[src/rtl/oled_pkg.sv]
// ---------------------------------------------------------------------------
// oled_pkg
// Shared definitions for the 96x64 RGB565 Pmod OLED scan engine:
//   - SSD1331-style window command opcodes sent ahead of every frame
//   - scan FSM state encoding
//   - common RGB565 colours used by the pixel generators
//   - preamble ROM lookup
// ---------------------------------------------------------------------------
package oled_pkg;

    localparam logic [7:0] CMD_SET_COL = 8'h15;
    localparam logic [7:0] CMD_SET_ROW = 8'h75;

    localparam logic [15:0] RGB565_ORANGE = 16'hFDA0;
    localparam logic [15:0] RGB565_BLACK  = 16'h0000;

    localparam int PREAMBLE_LEN = 6;

    // The "what comes next" decision after a transfer has no cycle of its
    // own; it is taken in the final SHIFT cycle, so it has no state here.
    typedef enum logic [1:0] {
        ST_IDLE,
        ST_LOAD,
        ST_SHIFT,
        ST_GAP
    } oled_state_t;

    // Column window 0..last_col, then row window 0..last_row.
    function automatic logic [7:0] preamble_byte(input logic [2:0] idx,
                                                 input logic [7:0] last_col,
                                                 input logic [7:0] last_row);
        logic [7:0] b;
        case (idx)
            3'd0:    b = CMD_SET_COL;
            3'd1:    b = 8'h00;
            3'd2:    b = last_col;
            3'd3:    b = CMD_SET_ROW;
            3'd4:    b = 8'h00;
            default: b = last_row;
        endcase
        return b;
    endfunction

endpackage

[src/rtl/oled_spi_shifter.sv]
// ---------------------------------------------------------------------------
// oled_spi_shifter
// Write-only SPI mode-0 serialiser, MSB first, 8- or 16-bit transfers.
// Each bit occupies 2*CLK_DIV clk cycles: sclk low for the first CLK_DIV,
// high for the last CLK_DIV. sdin is updated together with the falling
// sclk edge (or on load), so it is stable for the whole bit.
//
// Ports:
//   clk, reset  system clock, synchronous active-high reset
//   load        start a transfer with data/wide (ignored otherwise)
//   wide        1 = 16-bit transfer of data[15:0], 0 = 8-bit of data[15:8]
//   data        transfer payload, left-aligned
//   sclk, sdin  SPI clock and data
//   done        high during the final cycle of the transfer
// ---------------------------------------------------------------------------
module oled_spi_shifter #(
    parameter int CLK_DIV = 4
) (
    input  logic        clk,
    input  logic        reset,
    input  logic        load,
    input  logic        wide,
    input  logic [15:0] data,
    output logic        sclk,
    output logic        sdin,
    output logic        done
);

    localparam int              DIV_W    = (CLK_DIV > 1) ? $clog2(CLK_DIV) : 1;
    localparam logic [DIV_W-1:0] DIV_LAST = DIV_W'(CLK_DIV - 1);

    logic             active;
    logic [DIV_W-1:0] div_cnt;
    logic [3:0]       bit_cnt;
    logic [3:0]       last_bit;
    // Bit 15 of the payload goes straight to sdin at load, so only the
    // remaining 15 bits need to be held.
    logic [14:0]      shreg;
    logic             bit_end;

    always_comb begin
        bit_end = active && sclk && (div_cnt == DIV_LAST);
        done    = bit_end && (bit_cnt == last_bit);
    end

    always_ff @(posedge clk) begin
        if (reset) begin
            active   <= 1'b0;
            div_cnt  <= '0;
            bit_cnt  <= '0;
            last_bit <= '0;
            sclk     <= 1'b0;
            sdin     <= 1'b0;
        end else if (load) begin
            active   <= 1'b1;
            div_cnt  <= '0;
            bit_cnt  <= '0;
            last_bit <= wide ? 4'd15 : 4'd7;
            sclk     <= 1'b0;
            sdin     <= data[15];
        end else if (active) begin
            if (div_cnt == DIV_LAST) begin
                div_cnt <= '0;
                if (!sclk) begin
                    sclk <= 1'b1;
                end else begin
                    sclk <= 1'b0;
                    if (bit_cnt == last_bit) begin
                        active <= 1'b0;
                    end else begin
                        bit_cnt <= bit_cnt + 4'd1;
                        sdin    <= shreg[14];
                    end
                end
            end else begin
                div_cnt <= div_cnt + DIV_W'(1);
            end
        end
    end

    // Payload register carries no reset; it is always reloaded before use.
    always_ff @(posedge clk) begin
        if (load) begin
            shreg <= data[14:0];
        end else if (bit_end) begin
            shreg <= {shreg[13:0], 1'b0};
        end
    end

endmodule

[src/rtl/oled_frame_streamer.sv]
// ---------------------------------------------------------------------------
// oled_frame_streamer
// Raster scan engine for the 96x64 RGB565 Pmod OLED. Each frame sends a
// 6-byte column/row window preamble (dc=0) followed by WIDTH*HEIGHT
// RGB565 words (dc=1), then holds cs_n high for GAP_CYCLES.
//
// Ports:
//   clk, reset   system clock, synchronous active-high reset
//   enable       run frames while high; a started frame always completes
//   pixel_data   colour for the current px/py, sampled in the second LOAD
//                cycle of each pixel word only
//   px, py       current scan coordinate, driven to the pixel generators
//   frame_begin  one-cycle pulse in the first cycle of each frame
//   busy         high from frame start until the end of its gap
//   cs_n, sclk, sdin, dc   SPI mode-0 panel interface
// ---------------------------------------------------------------------------
module oled_frame_streamer #(
    parameter int WIDTH      = 96,
    parameter int HEIGHT     = 64,
    parameter int CLK_DIV    = 4,
    parameter int GAP_CYCLES = 16
) (
    input  logic        clk,
    input  logic        reset,
    input  logic        enable,
    input  logic [15:0] pixel_data,
    output logic [6:0]  px,
    output logic [6:0]  py,
    output logic        frame_begin,
    output logic        busy,
    output logic        cs_n,
    output logic        sclk,
    output logic        sdin,
    output logic        dc
);

    import oled_pkg::*;

    localparam int               GAP_W    = (GAP_CYCLES > 1) ? $clog2(GAP_CYCLES) : 1;
    localparam logic [GAP_W-1:0] GAP_LAST = GAP_W'(GAP_CYCLES - 1);
    localparam logic [6:0]       LAST_PX  = 7'(WIDTH - 1);
    localparam logic [6:0]       LAST_PY  = 7'(HEIGHT - 1);
    localparam logic [2:0]       LAST_ROM = 3'(PREAMBLE_LEN - 1);

    oled_state_t      state;
    logic             load_phase;
    logic             in_preamble;
    logic [2:0]       rom_idx;
    logic [GAP_W-1:0] gap_cnt;

    logic             shift_load;
    logic             shift_wide;
    logic [15:0]      shift_data;
    logic             shift_done;
    logic [7:0]       rom_byte;
    logic             frame_start;

    always_comb begin
        rom_byte    = preamble_byte(rom_idx, 8'(WIDTH - 1), 8'(HEIGHT - 1));
        // The shifter captures on the second LOAD cycle, so the generators
        // get the whole first cycle to settle on the new px/py.
        shift_load  = (state == ST_LOAD) && load_phase;
        shift_wide  = !in_preamble;
        shift_data  = in_preamble ? {rom_byte, 8'h00} : pixel_data;
        frame_start = enable &&
                      ((state == ST_IDLE) ||
                       ((state == ST_GAP) && (gap_cnt == GAP_LAST)));
    end

    oled_spi_shifter #(
        .CLK_DIV (CLK_DIV)
    ) u_shifter (
        .clk   (clk),
        .reset (reset),
        .load  (shift_load),
        .wide  (shift_wide),
        .data  (shift_data),
        .sclk  (sclk),
        .sdin  (sdin),
        .done  (shift_done)
    );

    always_ff @(posedge clk) begin
        if (reset) begin
            state       <= ST_IDLE;
            load_phase  <= 1'b0;
            in_preamble <= 1'b1;
            rom_idx     <= '0;
            gap_cnt     <= '0;
            px          <= '0;
            py          <= '0;
            frame_begin <= 1'b0;
            busy        <= 1'b0;
            cs_n        <= 1'b1;
            dc          <= 1'b0;
        end else begin
            frame_begin <= 1'b0;
            if (frame_start) begin
                state       <= ST_LOAD;
                load_phase  <= 1'b0;
                in_preamble <= 1'b1;
                rom_idx     <= '0;
                px          <= '0;
                py          <= '0;
                frame_begin <= 1'b1;
                busy        <= 1'b1;
                cs_n        <= 1'b0;
                dc          <= 1'b0;
            end else begin
                case (state)
                    ST_IDLE: begin
                    end
                    ST_LOAD: begin
                        load_phase <= 1'b1;
                        if (load_phase) begin
                            state <= ST_SHIFT;
                        end
                    end
                    ST_SHIFT: begin
                        // Next-transfer decision, taken in the last bit cycle.
                        if (shift_done) begin
                            if (in_preamble) begin
                                state      <= ST_LOAD;
                                load_phase <= 1'b0;
                                if (rom_idx == LAST_ROM) begin
                                    in_preamble <= 1'b0;
                                    dc          <= 1'b1;
                                end else begin
                                    rom_idx <= rom_idx + 3'd1;
                                end
                            end else if ((px == LAST_PX) && (py == LAST_PY)) begin
                                state   <= ST_GAP;
                                gap_cnt <= '0;
                                cs_n    <= 1'b1;
                                px      <= '0;
                                py      <= '0;
                            end else begin
                                state      <= ST_LOAD;
                                load_phase <= 1'b0;
                                if (px == LAST_PX) begin
                                    px <= '0;
                                    py <= py + 7'd1;
                                end else begin
                                    px <= px + 7'd1;
                                end
                            end
                        end
                    end
                    ST_GAP: begin
                        // Gap end with enable high is handled by frame_start.
                        if (gap_cnt == GAP_LAST) begin
                            state <= ST_IDLE;
                            busy  <= 1'b0;
                        end else begin
                            gap_cnt <= gap_cnt + GAP_W'(1);
                        end
                    end
                    default: state <= ST_IDLE;
                endcase
            end
        end
    end

endmodule
[config.mk]
export PLATFORM = sky130hd
export DESIGN_NAME = oled_frame_streamer
export DESIGN_NICKNAME = d
export VERILOG_FILES = /design/src/rtl/oled_pkg.sv /design/src/rtl/oled_spi_shifter.sv /design/src/rtl/oled_frame_streamer.sv
export SDC_FILE = /design/constraint.sdc
export NUM_CORES = 1
export LEC_CHECK = 0
export CELL_PAD_IN_SITES_DETAIL_PLACEMENT = 0
export CELL_PAD_IN_SITES_GLOBAL_PLACEMENT = 2
export CORE_AREA = 2 2 88 90
export CTS_BUF_LIST = sky130_fd_sc_hd__clkbuf_4
export DETAILED_ROUTE_END_ITERATION = 10
export DIE_AREA = 0 0 90 92
export MAX_ROUTING_LAYER = met4
export PLACE_DENSITY = 0.85
export SLEW_MARGIN = 25
export SYNTH_ARGS = -nofsm -noshare
export SYNTH_HDL_FRONTEND = slang
export SYNTH_SLANG_ARGS = --single-unit
[constraint.sdc]
create_clock -name clk -period 3.2 [get_ports clk]
set_input_delay 0.48 -clock clk [delete_from_list [all_inputs] [get_ports clk]]
set_output_delay 0.48 -clock clk [all_outputs]
set_load 0.05 [all_outputs]
==> run summary <==
- **GR Overflow Total** 0
- **share of the synthesized netlist area taken by xor and xnor gates** 3.95%
- **total negative slack** 0 ns
- **number of instances in the synthesized netlist** 293
- **switching fraction of total power** 24.4%
- **max-cap violation count** 0
- **Cell Int Power** 0.000861 W
- **end of the worst register-to-register path** py[0]
- **register bit count reported by yosys** 55
- **GRT Overall Usage** 14.1%
- **combinational share of power** 8.3%
- **Final Routed Wirelength** 5570 microns
- **most area-consuming cells after synthesis** sky130_fd_sc_hd__dfxtp_1 30%, sky130_fd_sc_hd__edfxtp_1 17%, sky130_fd_sc_hd__nand2_1 5.2%
- **routability congestion estimate** 0.848
- **fraction of registers with async set/reset** 0%
- **final-report max-slew violation count** 0
- **final antenna diode count** 0
- **maximum clock frequency** 417 MHz
- **initial antenna violation count** 0
- **row count** 32
- **worst path setup slack after routing** 0.800 ns
- **Area Growth Syn to Fin** 20.2%
- **Chip Width** 90 microns
- **fraction of the yosys area taken by sequential cells** 47.1%
- **largest vdd supply drop** 138 uV
- **worst-case headroom to the max-slew limit** 43.7%
- **register area** 1250 sq um
- **Hold Path Sink** u_shifter.last_bit[2]
- **cts bufs inserted** 5
- **sum of net half-perimeters after detailed placement** 3820 microns
- **main flop type after synthesis** sky130_fd_sc_hd__dfxtp_1
- **number of port buffers** 38
- **post-synthesis share of cell area spent on full adders, half adders and majority gates** 4.71%
- **number of flops mapped to enable cells by yosys** 15
- **die footprint** 8280 sq um
- **DRC violation count after routing** 0
- **cell area after technology mapping** 2660 sq um
- **multiplexer share of the synthesized area** 1.13%
- **number of violations reported at the end of detailed-routing iteration 0** 54
- **clock sink total** 55
- **endpoints failing setup** 0
- **number of detailed-route iterations in the first pass** 5
- **average detailed-routed wire length per instance** 12.9 microns
- **overall via count from detail_route** 2145
- **Synth Area per Inst** 9.07 sq um
- **Static Leak** 1.12 nW
- **Filler Cells Inserted** 781
- **status** finished, final reports clean
- **Vias per Instance** 4.95
- **top fanout value on the critical path** 17
- **Setup Slack @ Placement** 0.807 ns
- **Hold Path Depth** 2
- **antenna-violating nets left** 0
- **Max clock buf depth** 2
- **area of the core region** 7450 sq um
- **largest area contributor in the synthesized netlist** sky130_fd_sc_hd__dfxtp_1
- **top cell type's share of synthesized area** 30.1%
- **sequential share of power** 64.7%
- **reg2reg start** in_preamble
- **instance count after placement with tap cells included** 425
- **worst reg2reg setup slack** 0.80 ns
- **synthesized net count** 322
- **setup repair after global routing missed its margin** no
- **CP Data Arrival Time** 2.71 ns
- **clock network power share** 27.0%
- **share of the synthesized area in compound gates (AO/OA/AOI/OAI)** 15.2%
- **NumNets Final** 359
- **post-layout instance count excluding filler cells** 433
- **Pwr Total** 0.00114 W
- **Min-Delay Path Class** flop to flop
- **largest clock skew in the final design** 0.0146 ns
- **first-pass GRT wire length** 9330 microns
- **clock-pin slew reported for the worst setup and hold paths after clock tree synthesis** 0.16 ns
- **number of distinct library cells after synthesis** 47
- **number of warnings reported in the yosys synthesis log** 0
- **Final period util** 75.0%
- **root buffer selected by CTS** sky130_fd_sc_hd__clkbuf_4
- **main combinational cell family by area after synthesis** simple AND/OR/NAND/NOR gates
- **clock latency of the later-clocked register in the worst-skew pair** 0.37 ns
- **simple-gate area share of the yosys netlist** 25.1%
- **clock tree from TritonCTS** done
- **net load switching power** 0.000279 W
- **min-delay src** u_shifter.last_bit[2]
- **element type at the critical path start** flop
- **Fin. Hold Viols** 0
- **transition time of the tightest slew-check pin** 0.845 ns
- **power density over the cells** 357 nW/um^2
- **fraction of layout cells with a size suffix above 1** 7.55%
- **hold-fix buffers at CTS** 0
- **Worst Setup End Kind** flop
- **area of the multi-input gates** 1330 sq um
- **worst setup path category** flop to flop
- **post-route minimum period** 2.40 ns
- **number of global-route vias before repair** 2063
- **Die H** 92 microns
- **PostCTS Resize Cnt** 0
- **Initial Utilization** 35.7%
- **worst r2r path cells** 5
- **largest net degree at the start of global routing** 38
- **endpoint required time on the critical path** 3.51 ns
- **post-CTS setup repair buffer count** 0
- **number of top-level pins** 39
- **H-tree Lvls** 2
- **Hold Slack** 0.479 ns
[synthesized netlist by cell type (all sizes together) (4+ instances only)]
library cell,count
and3,5
nor3b,6
nor2,32
xnor2,5
dfxtp,40
ha,10
nand3,9
nand2,39
xor2,7
nor2b,7
or3,5
o21ai,27
a31oi,4
edfxtp,15
nand4,7
clkbuf,10
a21oi,20
inv,7
nor3,7
[placed cells by master, fill, tap and decap left out, types with 2 or more instances in the layout]
master	n
sky130_fd_sc_hd__inv_1	7
sky130_fd_sc_hd__xnor2_1	5
sky130_fd_sc_hd__nand2b_1	3
sky130_fd_sc_hd__dfxtp_1	40
sky130_fd_sc_hd__nand4_1	7
sky130_fd_sc_hd__o211ai_1	2
sky130_fd_sc_hd__nor3b_2	2
sky130_fd_sc_hd__clkdlybuf4s50_1	38
sky130_fd_sc_hd__nand3_1	8
sky130_fd_sc_hd__nand3b_1	2
sky130_fd_sc_hd__a21oi_1	19
sky130_fd_sc_hd__clkbuf_4	6
sky130_fd_sc_hd__and3_1	4
sky130_fd_sc_hd__nor3_1	7
sky130_fd_sc_hd__a31oi_1	4
sky130_fd_sc_hd__nor2b_1	7
sky130_fd_sc_hd__xor2_1	7
sky130_fd_sc_hd__and2_1	2
sky130_fd_sc_hd__buf_4	3
sky130_fd_sc_hd__ha_1	10
sky130_fd_sc_hd__o21ai_0	27
sky130_fd_sc_hd__o31ai_1	3
sky130_fd_sc_hd__nor3b_1	4
sky130_fd_sc_hd__nand2_1	37
sky130_fd_sc_hd__a2111oi_0	2
sky130_fd_sc_hd__edfxtp_1	15
sky130_fd_sc_hd__nor2_1	32
sky130_fd_sc_hd__or3_1	5
sky130_fd_sc_hd__mux2i_1	3
[worst max path at each step]
stage	start	endpoint	slack, ns	cells after the start
after floorplan	px[0]	py[0]	0.98	6
after global placement	state[1]	py[0]	0.88	5
after detailed placement	in_preamble	py[0]	0.81	5
after CTS	in_preamble	py[0]	0.79	5
after global routing	in_preamble	py[0]	0.67	5
final	in_preamble	py[0]	0.80	5
[stage by stage]
step	utilization [%]	cell area [sq um]
after floorplan	-	2660
after global placement	42.2	3140
after detailed placement	42.2	3140
after CTS	42.9	3200
after global routing	42.9	3200
final	42.9	3200
[sequential cells by signal, indices dropped and copies added (netlist names), 2 cells and up]
signal	count
u_shifter.shreg	15
u_shifter.bit_cnt	4
py	7
u_shifter.div_cnt	2
gap_cnt	4
u_shifter.last_bit	2
state	2
px	7
rom_idx	3
[area by class of cell]
cell class | count | area share, %
tap | 102 | 3.99
clock buffer | 6 | 1.41
multi-input combinational | 220 | 41.6
inverter | 7 | 0.822
sequential | 55 | 39.1
clock inverter | 2 | 0.391
timing repair buffer | 41 | 12.6
[worst max-delay path, cell delays in order, from the launching register on]
cell	delay, ns
sky130_fd_sc_hd__dfxtp_1	0.50
sky130_fd_sc_hd__or3b_2	0.56
sky130_fd_sc_hd__a2111oi_4	0.64
sky130_fd_sc_hd__nand2_4	0.14
sky130_fd_sc_hd__or3_1	0.36
sky130_fd_sc_hd__a21oi_2	0.13
[logic make-up (layout without fill, tap and decap cells)]
logic type | count (synthesis) | in the layout
and+or+nand+nor | 130 | 130
AOI/OAI and AO/OA | 65 | 65
DFF | 55 | 55
buffers and inverters | 18 | 56
xor gates and xnor gates | 12 | 12
adders and majority gates | 10 | 10
muxes | 3 | 3
[power by group through the flow]
stage                     sequential [W]  clock (W)  combinational (W)
after floorplan                 0.000761          0          0.0000448
after global placement          0.000753          0          0.0000956
after detailed placement        0.000753          0          0.0000951
after CTS                       0.000737   0.000329          0.0000958
after global routing            0.000739   0.000351           0.000104
final                           0.000737   0.000308          0.0000945
[layer usage]
metal	track usage, %	vias to the layer above	wire length [microns]
met5	-	-	0
met4	4.23	0	63
met3	3.37	5	201
met2	23.0	36	2470
met1	17.5	988	2840
li1	-	1116	-
Note: power is estimated with default switching activity, not from simulation.
